**src/rtl/ixc_gfifo_pkg.sv**
```systemverilog
// Shared definitions for the GFIFO input-side write arbiter and read logic.
// Header word field offsets, arbiter FSM states and default array depth.
package ixc_gfifo_pkg;

    localparam int LOG2_NUM_WORDS_DEF = 15;

    localparam int HDR_LEN_LSB = 0;
    localparam int HDR_TID_LSB = 16;
    localparam int HDR_MARK    = 63;

    typedef enum logic [1:0] {
        ST_IDLE,
        ST_CHECK,
        ST_XFER,
        ST_COMMIT
    } arb_state_e;

endpackage

```
**src/rtl/ixc_gfifo_wr_arb_pick.sv**
```systemverilog
// Combinational round-robin picker: first valid requester after `last_i`.
// Shared with the GFIFO read side.
module ixc_rr_pick #(
    parameter int N  = 4,
    parameter int IW = (N > 1) ? $clog2(N) : 1
) (
    input  logic [N-1:0]  valid_i,
    input  logic [IW-1:0] last_i,
    output logic          any_o,
    output logic [IW-1:0] idx_o
);

    // Walk the ring backwards so the nearest successor of last_i wins.
    always_comb begin
        logic [IW-1:0] c;
        any_o = 1'b0;
        idx_o = '0;
        c     = '0;
        for (int k = N; k >= 1; k--) begin
            c = IW'((int'(last_i) + k) % N);
            if (valid_i[c]) begin
                any_o = 1'b1;
                idx_o = c;
            end
        end
    end

endmodule

```
**src/rtl/ixc_gfifo_wr_arb.sv**
```systemverilog
// Packet-granular round-robin arbiter for the GFIFO input SFIFO write port.
// Optional per-requester packet counters: define IXC_GFIFO_ARB_STATS_EN.
module ixc_gfifo_wr_arb
    import ixc_gfifo_pkg::*;
#(
    parameter int NREQ           = 4,
    parameter int DW             = 256,
    parameter int LOG2_NUM_WORDS = LOG2_NUM_WORDS_DEF,
    parameter int PW             = 16
) (
    input  logic                        fclk,
    input  logic                        hssReset,
    input  logic [NREQ-1:0]             req_valid,
    input  logic [NREQ*PW-1:0]          req_len,
    input  logic [NREQ*PW-1:0]          req_tid,
    input  logic [NREQ*DW-1:0]          req_data,
    output logic [NREQ-1:0]             req_ready,
    output logic                        fifo_wen,
    output logic [LOG2_NUM_WORDS-1:0]   fifo_waddr,
    output logic [DW-1:0]               fifo_wdata,
    output logic [LOG2_NUM_WORDS:0]     fifo_wptr,
    input  logic [LOG2_NUM_WORDS:0]     fifo_rptr,
    output logic [PW-1:0]               grant_tid,
    output logic                        busy
`ifdef IXC_GFIFO_ARB_STATS_EN
    ,
    output logic [NREQ*32-1:0]          pkt_cnt
`endif
);

    localparam int AW = LOG2_NUM_WORDS;
    localparam int IW = (NREQ > 1) ? $clog2(NREQ) : 1;
    localparam logic [AW:0] DEPTH = {1'b1, {AW{1'b0}}};

    arb_state_e      state_q;
    logic [IW-1:0]   g_q;
    logic [IW-1:0]   last_q;
    logic [PW-1:0]   len_q;
    logic [PW-1:0]   rem_q;
    logic [PW-1:0]   gtid_q;
    logic [AW:0]     xptr_q;
    logic [AW:0]     wptr_q;
    logic            wen_q;
    logic [AW-1:0]   waddr_q;
    logic [DW-1:0]   wdata_q;

    logic            pick_any;
    logic [IW-1:0]   pick_idx;
    logic [AW:0]     used_w;
    logic [AW:0]     free_w;
    logic [PW:0]     need_w;
    logic            fits_w;

    function automatic logic [DW-1:0] hdr_word(
        input logic [PW-1:0] l,
        input logic [PW-1:0] t
    );
        logic [DW-1:0] h;
        h                     = '0;
        h[HDR_LEN_LSB +: PW]  = l;
        h[HDR_TID_LSB +: PW]  = t;
        h[HDR_MARK]           = 1'b1;
        return h;
    endfunction

    ixc_rr_pick #(
        .N  (NREQ),
        .IW (IW)
    ) u_pick (
        .valid_i (req_valid),
        .last_i  (last_q),
        .any_o   (pick_any),
        .idx_o   (pick_idx)
    );

    // Occupancy uses the wrap bit, so free ranges 0..DEPTH.
    assign used_w = xptr_q - fifo_rptr;
    assign free_w = DEPTH - used_w;
    assign need_w = (PW+1)'(len_q) + (PW+1)'(1);
    assign fits_w = 32'(need_w) <= 32'(free_w);

    always_comb begin
        req_ready = '0;
        if (state_q == ST_XFER) req_ready[g_q] = 1'b1;
    end

    always_ff @(posedge fclk) begin
        if (hssReset) begin
            state_q <= ST_IDLE;
            g_q     <= '0;
            last_q  <= IW'(NREQ - 1);
            len_q   <= '0;
            rem_q   <= '0;
            gtid_q  <= '0;
            xptr_q  <= '0;
            wptr_q  <= '0;
            wen_q   <= 1'b0;
            waddr_q <= '0;
            wdata_q <= '0;
        end else begin
            wen_q <= 1'b0;
            unique case (state_q)
                ST_IDLE: begin
                    if (pick_any) begin
                        g_q     <= pick_idx;
                        len_q   <= req_len[int'(pick_idx)*PW +: PW];
                        gtid_q  <= req_tid[int'(pick_idx)*PW +: PW];
                        state_q <= ST_CHECK;
                    end
                end
                ST_CHECK: begin
                    if (fits_w) begin
                        wen_q   <= 1'b1;
                        waddr_q <= xptr_q[AW-1:0];
                        wdata_q <= hdr_word(len_q, gtid_q);
                        xptr_q  <= xptr_q + (AW+1)'(1);
                        rem_q   <= len_q;
                        state_q <= (len_q == '0) ? ST_COMMIT : ST_XFER;
                    end
                end
                ST_XFER: begin
                    if (req_valid[g_q]) begin
                        wen_q   <= 1'b1;
                        waddr_q <= xptr_q[AW-1:0];
                        wdata_q <= req_data[int'(g_q)*DW +: DW];
                        xptr_q  <= xptr_q + (AW+1)'(1);
                        rem_q   <= rem_q - PW'(1);
                        if (rem_q == PW'(1)) state_q <= ST_COMMIT;
                    end
                end
                ST_COMMIT: begin
                    wptr_q  <= xptr_q;
                    last_q  <= g_q;
                    state_q <= ST_IDLE;
                end
                default: state_q <= ST_IDLE;
            endcase
        end
    end

    assign fifo_wen   = wen_q;
    assign fifo_waddr = waddr_q;
    assign fifo_wdata = wdata_q;
    assign fifo_wptr  = wptr_q;
    assign grant_tid  = gtid_q;
    assign busy       = (state_q != ST_IDLE);

`ifdef IXC_GFIFO_ARB_STATS_EN
    logic [31:0] cnt_q [NREQ];

    always_ff @(posedge fclk) begin
        if (hssReset) begin
            for (int i = 0; i < NREQ; i++) cnt_q[i] <= '0;
        end else if (state_q == ST_COMMIT) begin
            cnt_q[g_q] <= cnt_q[g_q] + 32'd1;
        end
    end

    for (genvar i = 0; i < NREQ; i++) begin : g_cnt
        assign pkt_cnt[i*32 +: 32] = cnt_q[i];
    end
`endif

endmodule

```
**config.mk**
```make
export PLATFORM = sky130hd
export DESIGN_NAME = ixc_gfifo_wr_arb
export DESIGN_NICKNAME = d
export VERILOG_FILES = /design/src/rtl/ixc_gfifo_pkg.sv /design/src/rtl/ixc_gfifo_wr_arb_pick.sv /design/src/rtl/ixc_gfifo_wr_arb.sv
export SDC_FILE = /design/constraint.sdc
export NUM_CORES = 1
export LEC_CHECK = 0
export CORE_AREA = 5 5 581 583
export CTS_BUF_LIST = sky130_fd_sc_hd__clkbuf_2 sky130_fd_sc_hd__clkbuf_4 sky130_fd_sc_hd__clkbuf_8
export DETAILED_ROUTE_END_ITERATION = 10
export DIE_AREA = 0 0 586 588
export DONT_BUFFER_PORTS = 1
export GPL_TIMING_DRIVEN = 0
export PLACE_DENSITY = 0.3
export SLEW_MARGIN = 5
export SYNTH_ARGS = -nofsm -noshare
export SYNTH_HDL_FRONTEND = slang
export SYNTH_SLANG_ARGS = --single-unit
export TNS_END_PERCENT = 30
```
**constraint.sdc**
```tcl
create_clock -name fclk -period 6.25 [get_ports fclk]
set_clock_uncertainty 0.15 [all_clocks]
set_input_delay 1.5625 -clock fclk [delete_from_list [all_inputs] [get_ports fclk]]
set_output_delay 1.5625 -clock fclk [all_outputs]
set_load 0.02 [all_outputs]
```
==> metrics.yaml, run 1 <==
drt_first_pass_iters: 5
post-route-drc-count: 0
nets_finish: 3259
critical_path.max_fanout: 10
cts_tree: "built"
whs_ns: 0.337
critPathArrivalTime_ns: 6.63
numPortBuffers: 0
crit_path_cell_trace: "inv_1 -> ha_1 -> inv_1 -> ha_1 -> inv_1 -> fa_1 -> nor2b_1 -> o31a_1 -> o41ai_4 -> a31oi_2 -> o2111a_1 -> a211oi_4 -> ha_1 -> nand3_1 -> or3_1 -> o31a_1 -> or2_1 -> buf_4 -> nand2_1 -> buf_2 -> a211oi_1"
fmax_mhz: 164
antenna_found_initial: 449
finalSetupViolCount: 0
dpl.cell_count: 6320
full_die_area_mm2: 0.345
yosysSeqAreaShare_pct: 33.5
clk_path_buf_depth: 4
critPathBufInv: 5
globalRouteTotalUtil_pct: 15.7
synth.avg_cell_area_um2: 11.1
synth.yosys.warnings: 0
cp.depth: 21
numClockSinks: 358
setup.worst_path.end_class: "register"
global_route.overflow_total: 0
ys_dominant_reg_cell: "dfxtp_1"
critPathKind: "in -> reg"
cts_buffers: 91
final_layout_size_suffix_gt1_share_pct: 25.7
synth_nets: 3154
fp-row-count: 212
post_synth_instance_area_mm2: 0.0214
period_minus_slack_ns: 6.09
synth_seq_cells: 358
max_slew.worst_pin.slew_ns: 1.44
cp-start-kind: "input port"
result_of_the_run: "completed"
r2r.worst_path.cells: 18
initial_utilization_pct: 6.45
postSynth.asyncResetShare_pct: 0
final.setup.tns_ns: 0
grt_start_max_net_pins: 13
worstHoldPathType: "reg -> reg"
detailed_place_hpwl_mm: 258
period_utilisation_layout_pct: 97.5
total_power_uw: 13000
timing.critical_path.slowest_cell_delay_ns: 0.48
dieWidth_um: 586
placement.cell_area_mm2: 0.0271
gpl.final_weighted_congestion: 1.00
antenna_violating_nets_post_route: 0
fillerInstances: 38600
endpoint_required_time_on_the_critical_path_ns: 6.79
synth-edff-count: 0
detail_route.iter0.violations: 2107
p_leak_uw: 0.00868
power.density_cell_area_mw_per_mm2: 438
maxCapViolations: 0
clock_latency_ns: 0.90
synthToLayoutAreaGrowth_pct: 38.8
clock_tree.root_cell: "clkbuf_8"
layout.cell_area.non_filler_mm2: 0.0297
detailroute.via_count: 22000
routed_wire_length_per_instance_um: 42.8
unrepaired_setup_endpoints_after_global_routing: "true"
grt_pass1_vias: 20100
holdPathStages: 2
report.final.slew_viol_count: 0
worst_path_dominant_cell_family: "compound AO/OA/AOI/OAI gates"
post_synth_inst_count: 1925
detail_route.vias_per_cell: 3.31
number_of_top_level_design_ports: 1483
die_y_um: 588
design.core.area_mm2: 0.332
cts_hold_repair.buffers: 0
critical-path-slowest-cell: "nand2_1"
clk_transition_reported_paths_ns: 0.06
post_synth_num_cell_types: 64
grt_first_pass_wirelength_mm: 331
final_hold_violation_count: 0
wirelength_mm: 285
final-instance-count-excl-fill: 6661
timing.max_slew.rel_slack_pct: 3.96
cts-htree-levels: 3
max-vdd-ir-drop_uv: 202
[tightest hold or removal path, delay by kind of cell, from the launching register on]
| kind | cells | cell delay (ns) |
|---|---|---|
| AO/OA/AOI/OAI | 1 | 0.07 |
| buffers and inverters | 1 | 0.05 |
| flip-flops | 1 | 0.31 |
[layout make-up]
| type | count | area, µm² | area share (%) |
|---|---|---|---|
| clock inverter | 25 | 362 | 1.22 |
| timing repair buffer | 12 | 205 | 0.690 |
| tap | 4387 | 5490 | 18.5 |
| antenna | 180 | 450 | 1.52 |
| inverter | 45 | 169 | 0.568 |
| sequential | 358 | 7170 | 24.1 |
| multi-input combinational | 1323 | 13300 | 44.9 |
| clock buffer | 132 | 1640 | 5.52 |
| buffer | 199 | 890 | 2.99 |
[synth_stat cells, drive strengths merged (33+ instances only)]
cell type,count,share of area [%]
a211oi,79,2.8
a21oi,103,2.4
a22o,223,9.1
and3,43,1.3
buf,60,1.3
clkbuf,139,2.4
dfxtp,358,33
ha,54,3.2
inv,45,0.79
mux2i,39,1.8
mux4,256,27
nand2,119,2.1
nand3,33,0.77
nor2,86,1.5
nor3,43,1.1
o21ai,33,0.77
[kinds of logic after synthesis]
kind of cell               count (synthesis)  synth area share, %
muxes                                    311                 29.6
DFF                                      358                 33.5
adders and majority gates                 55                 3.25
xor gates and xnor gates                  26                 1.06
AOI/OAI and AO/OA                        537                 19.2
and+or+nand+nor                          394                 8.83
buffers and inverters                    244                 4.57
[routing by layer]
metal  wire, µm  vias up  track usage (%)
met2     134000     1960             26.1
met1     107000    11000             17.8
met3      32600      777             7.66
met4      10800      208             4.71
li1           -     8145                -
met5       1350        -                0
[final timing paths]
kind | startpoint | endpoint | slack, ns
worst max-delay path | fifo_rptr[0] | fifo_wdata[15] | 0.16
worst min-delay path | rem_q[11] | rem_q[11] | 0.34
worst max register to register | xptr_q[4] | fifo_wdata[15] | 0.34
worst min register to register | rem_q[11] | rem_q[11] | 0.34
[cell usage in the layout (no fill, tap or decap), types with 4 or more instances in the layout]
master	instances
o21ai_0	33
nor2b_1	18
buf_1	12
buf_4	13
bufinv_16	9
nand2_1	119
clkbuf_2	32
o211ai_1	4
inv_1	45
nand4_1	10
o21a_1	5
nor2_1	84
nand2b_1	15
a21oi_1	103
mux4_2	256
o32ai_1	12
xnor2_1	12
ha_1	54
buf_2	34
clkinv_2	12
xor2_1	13
clkbuf_4	33
a311o_1	32
mux2_2	13
clkbuf_8	104
dfxtp_1	354
a211oi_1	77
buf_12	6
a31oi_1	12
nand3_1	33
dfxtp_2	4
nor4_1	10
nor3_1	41
a21o_1	4
mux2i_1	39
a22o_1	223
and3_1	43
diode_2	180
clkbuf_1	106
[through the flow]
step / util [%] / worst slack, ns
floorplan: - / 0.363
global placement: 8.10 / -2.73
detailed placement: 8.15 / -2.45
CTS: 8.79 / 0.0178
global route: 8.89 / -0.0396
finish: 8.95 / 0.158
[flip-flops by register name, indices dropped and copies added, names as in the netlist]
register / count
state_q: 2
fifo_waddr: 15
g_q: 2
last_q: 2
fifo_wen: 1
xptr_q: 16
fifo_wdata: 256
len_q: 16
rem_q: 16
grant_tid: 16
fifo_wptr: 16
[repair_timing]
item	CTS	global route
setup buffers	1	3
pin swaps	1	1
gates resized for setup	32	19
endpoints found under the setup margin	290	240
[power breakdown]
| part | internal [µW] | switching [µW] |
|---|---|---|
| Clock | 2050 | 1440 |
| Sequential | 2600 | 859 |
| Combinational | 1960 | 4130 |
| Total | 6610 | 6430 |
(Power assumes the default switching activity.)
==> run 2: changes to the inputs <==
- clock period: 6.25 -> 6.04 ns (I/O delays scaled with it)
==> metrics.yaml, run 2 (synthesized netlist as in run 1, its figures left out) <==
result_of_the_run: "completed"
gpl.final_weighted_congestion: 1.00
full_die_area_mm2: 0.345
globalRouteMet3Util_pct: 7.59
maxCapViolations: 0
grt_start_max_net_pins: 13
detail_route.iter0.violations: 2190
period_utilisation_layout_pct: 97.7
clock_tree.root_cell: "clkbuf_8"
die_y_um: 588
worst_path_dominant_cell_family: "compound AO/OA/AOI/OAI gates"
clk_transition_reported_paths_ns: 0.06
endpoint_required_time_on_the_critical_path_ns: 6.66
numClockSinks: 358
globalRouteTotalUtil_pct: 15.7
final.setup.tns_ns: 0
cts_tree: "built"
dieWidth_um: 586
synthToLayoutAreaGrowth_pct: 39.0
grt_first_pass_wirelength_mm: 331
cts-htree-levels: 3
detailed_place_hpwl_mm: 258
total_power_uw: 13500
global_route.overflow_total: 0
multi_input_comb_area_mm2: 0.0134
detail_route.vias_per_cell: 3.33
design.core.area_mm2: 0.332
cts_hold_repair.buffers: 0
fin_ws_ns: 0.137
number_of_flip_flops_in_the_largest_register: 256
nets_finish: 3262
drt_first_pass_iters: 7
cts_buffers: 91
place_ws_ns: -2.60
fp-row-count: 212
p_leak_uw: 0.00872
initial_utilization_pct: 6.45
final_cell_mix: "dfxtp_1, mux4_2, a22o_1"
final_layout_size_suffix_gt1_share_pct: 26.1
critical-path-top-cell-by-count: "inv_1"
antenna_violating_nets_post_route: 0
numPortBuffers: 0
critPathKind: "in -> reg"
mostFrequentLayoutCell: "dfxtp_1"
period_minus_slack_ns: 5.90
timing.critical_path.slowest_cell_delay_ns: 0.70
grt_pass1_vias: 20100
clock_latency_ns: 0.90
power.density_cell_area_mw_per_mm2: 455
number_of_top_level_design_ports: 1483
fillerInstances: 38600
worstHoldPathType: "reg -> reg"
antenna_found_initial: 446
report.final.slew_viol_count: 0
unrepaired_setup_endpoints_after_global_routing: "true"
fmax_mhz: 169
max_slew.worst_pin.slew_ns: 1.36
timing.max_slew.rel_slack_pct: 9.64
setup.worst_path.end_class: "register"
max-vdd-ir-drop_uv: 202
critical-path-slowest-cell: "clkbuf_1"
finalSetupViolCount: 0
detailroute.via_count: 22100
grt_busiest_layer: "met2"
global_route.usage.met1_pct: 17.8
ff_latch_area_mm2: 0.00717
whs_ns: 0.340
post-route-drc-count: 0
wirelength_mm: 285
critical_path.max_fanout: 10
critPathArrivalTime_ns: 6.52
critPathBufInv: 5
grtUsageMet2_pct: 26.4
final_hold_violation_count: 0
cp-start-kind: "input port"
clk_path_buf_depth: 4
final_core_util_pct: 8.96
routed_wire_length_per_instance_um: 43.0
crit_path_cell_trace: "inv_1 -> ha_1 -> inv_1 -> ha_1 -> inv_1 -> fa_1 -> nor2b_1 -> o31a_1 -> o41ai_4 -> a31oi_2 -> o2111a_1 -> a211oi_4 -> ha_4 -> nand3_1 -> or3_1 -> o31a_1 -> nor2_4 -> buf_12 -> clkbuf_1 -> nor3_1 -> a211oi_1"
[run 2: metal layers]
| metal | wire, µm | vias up | part of all wire [%] |
|---|---|---|---|
| met5 | 1230 | - | 0.43 |
| met4 | 10400 | 186 | 3.6 |
| met3 | 32200 | 774 | 11 |
| met2 | 134000 | 2031 | 47 |
| met1 | 108000 | 11000 | 38 |
| li1 | - | 8133 | - |
[run 2: layout make-up]
type / count / share of cell area (%)
diodes: 157 / 1.32
well taps: 4387 / 18.4
clock buffers: 132 / 5.52
inverters: 45 / 0.568
multi-input cells: 1323 / 45.0
repair buffers: 15 / 0.765
flip-flops and latches: 358 / 24.1
plain buffers: 199 / 3.12
clock inverters: 25 / 1.22
[run 2: through the flow]
stage	instances	instance area, µm²
after floorplan	1925	21400
after global placement	6312	26900
after detailed placement	6320	27100
after CTS	6481	29200
after global routing	6551	29500
final	6641	29800
[run 2: path summary, 6_finish.rpt]
check	start	to	slack (ns)	cells past startpoint
worst max-delay path	fifo_rptr[0]	fifo_wdata[29]	0.14	21
worst max register to register	xptr_q[5]	fifo_wdata[29]	0.23	18
worst min register to register	last_q[0]	last_q[0]	0.34	2
worst min-delay path	last_q[0]	last_q[0]	0.34	2
[run 2: repair_timing]
item / 4_1_cts / 5_1_grt
resized for setup: 40 / 40
hold endpoints to repair: 0 / 0
endpoints found under the setup margin: 303 / 242
setup buffers: 4 / 3
pin swaps: 2 / 2
[run 2: worst register-to-register path: cells and delay by family, from the launching register on]
kind	cells	cell delay, ns
flip-flops	1	0.48
AND/OR/NAND/NOR	6	1.41
AO/OA/AOI/OAI	6	1.68
buffers and inverters	3	0.99
adder cells (fa/ha/maj)	3	0.98
[run 2: power by group]
group	leakage [µW]	switching [µW]	internal (µW)
combinational	0.00476	4280	2080
clock	0.00106	1490	2120
sequential	0.00290	877	2690
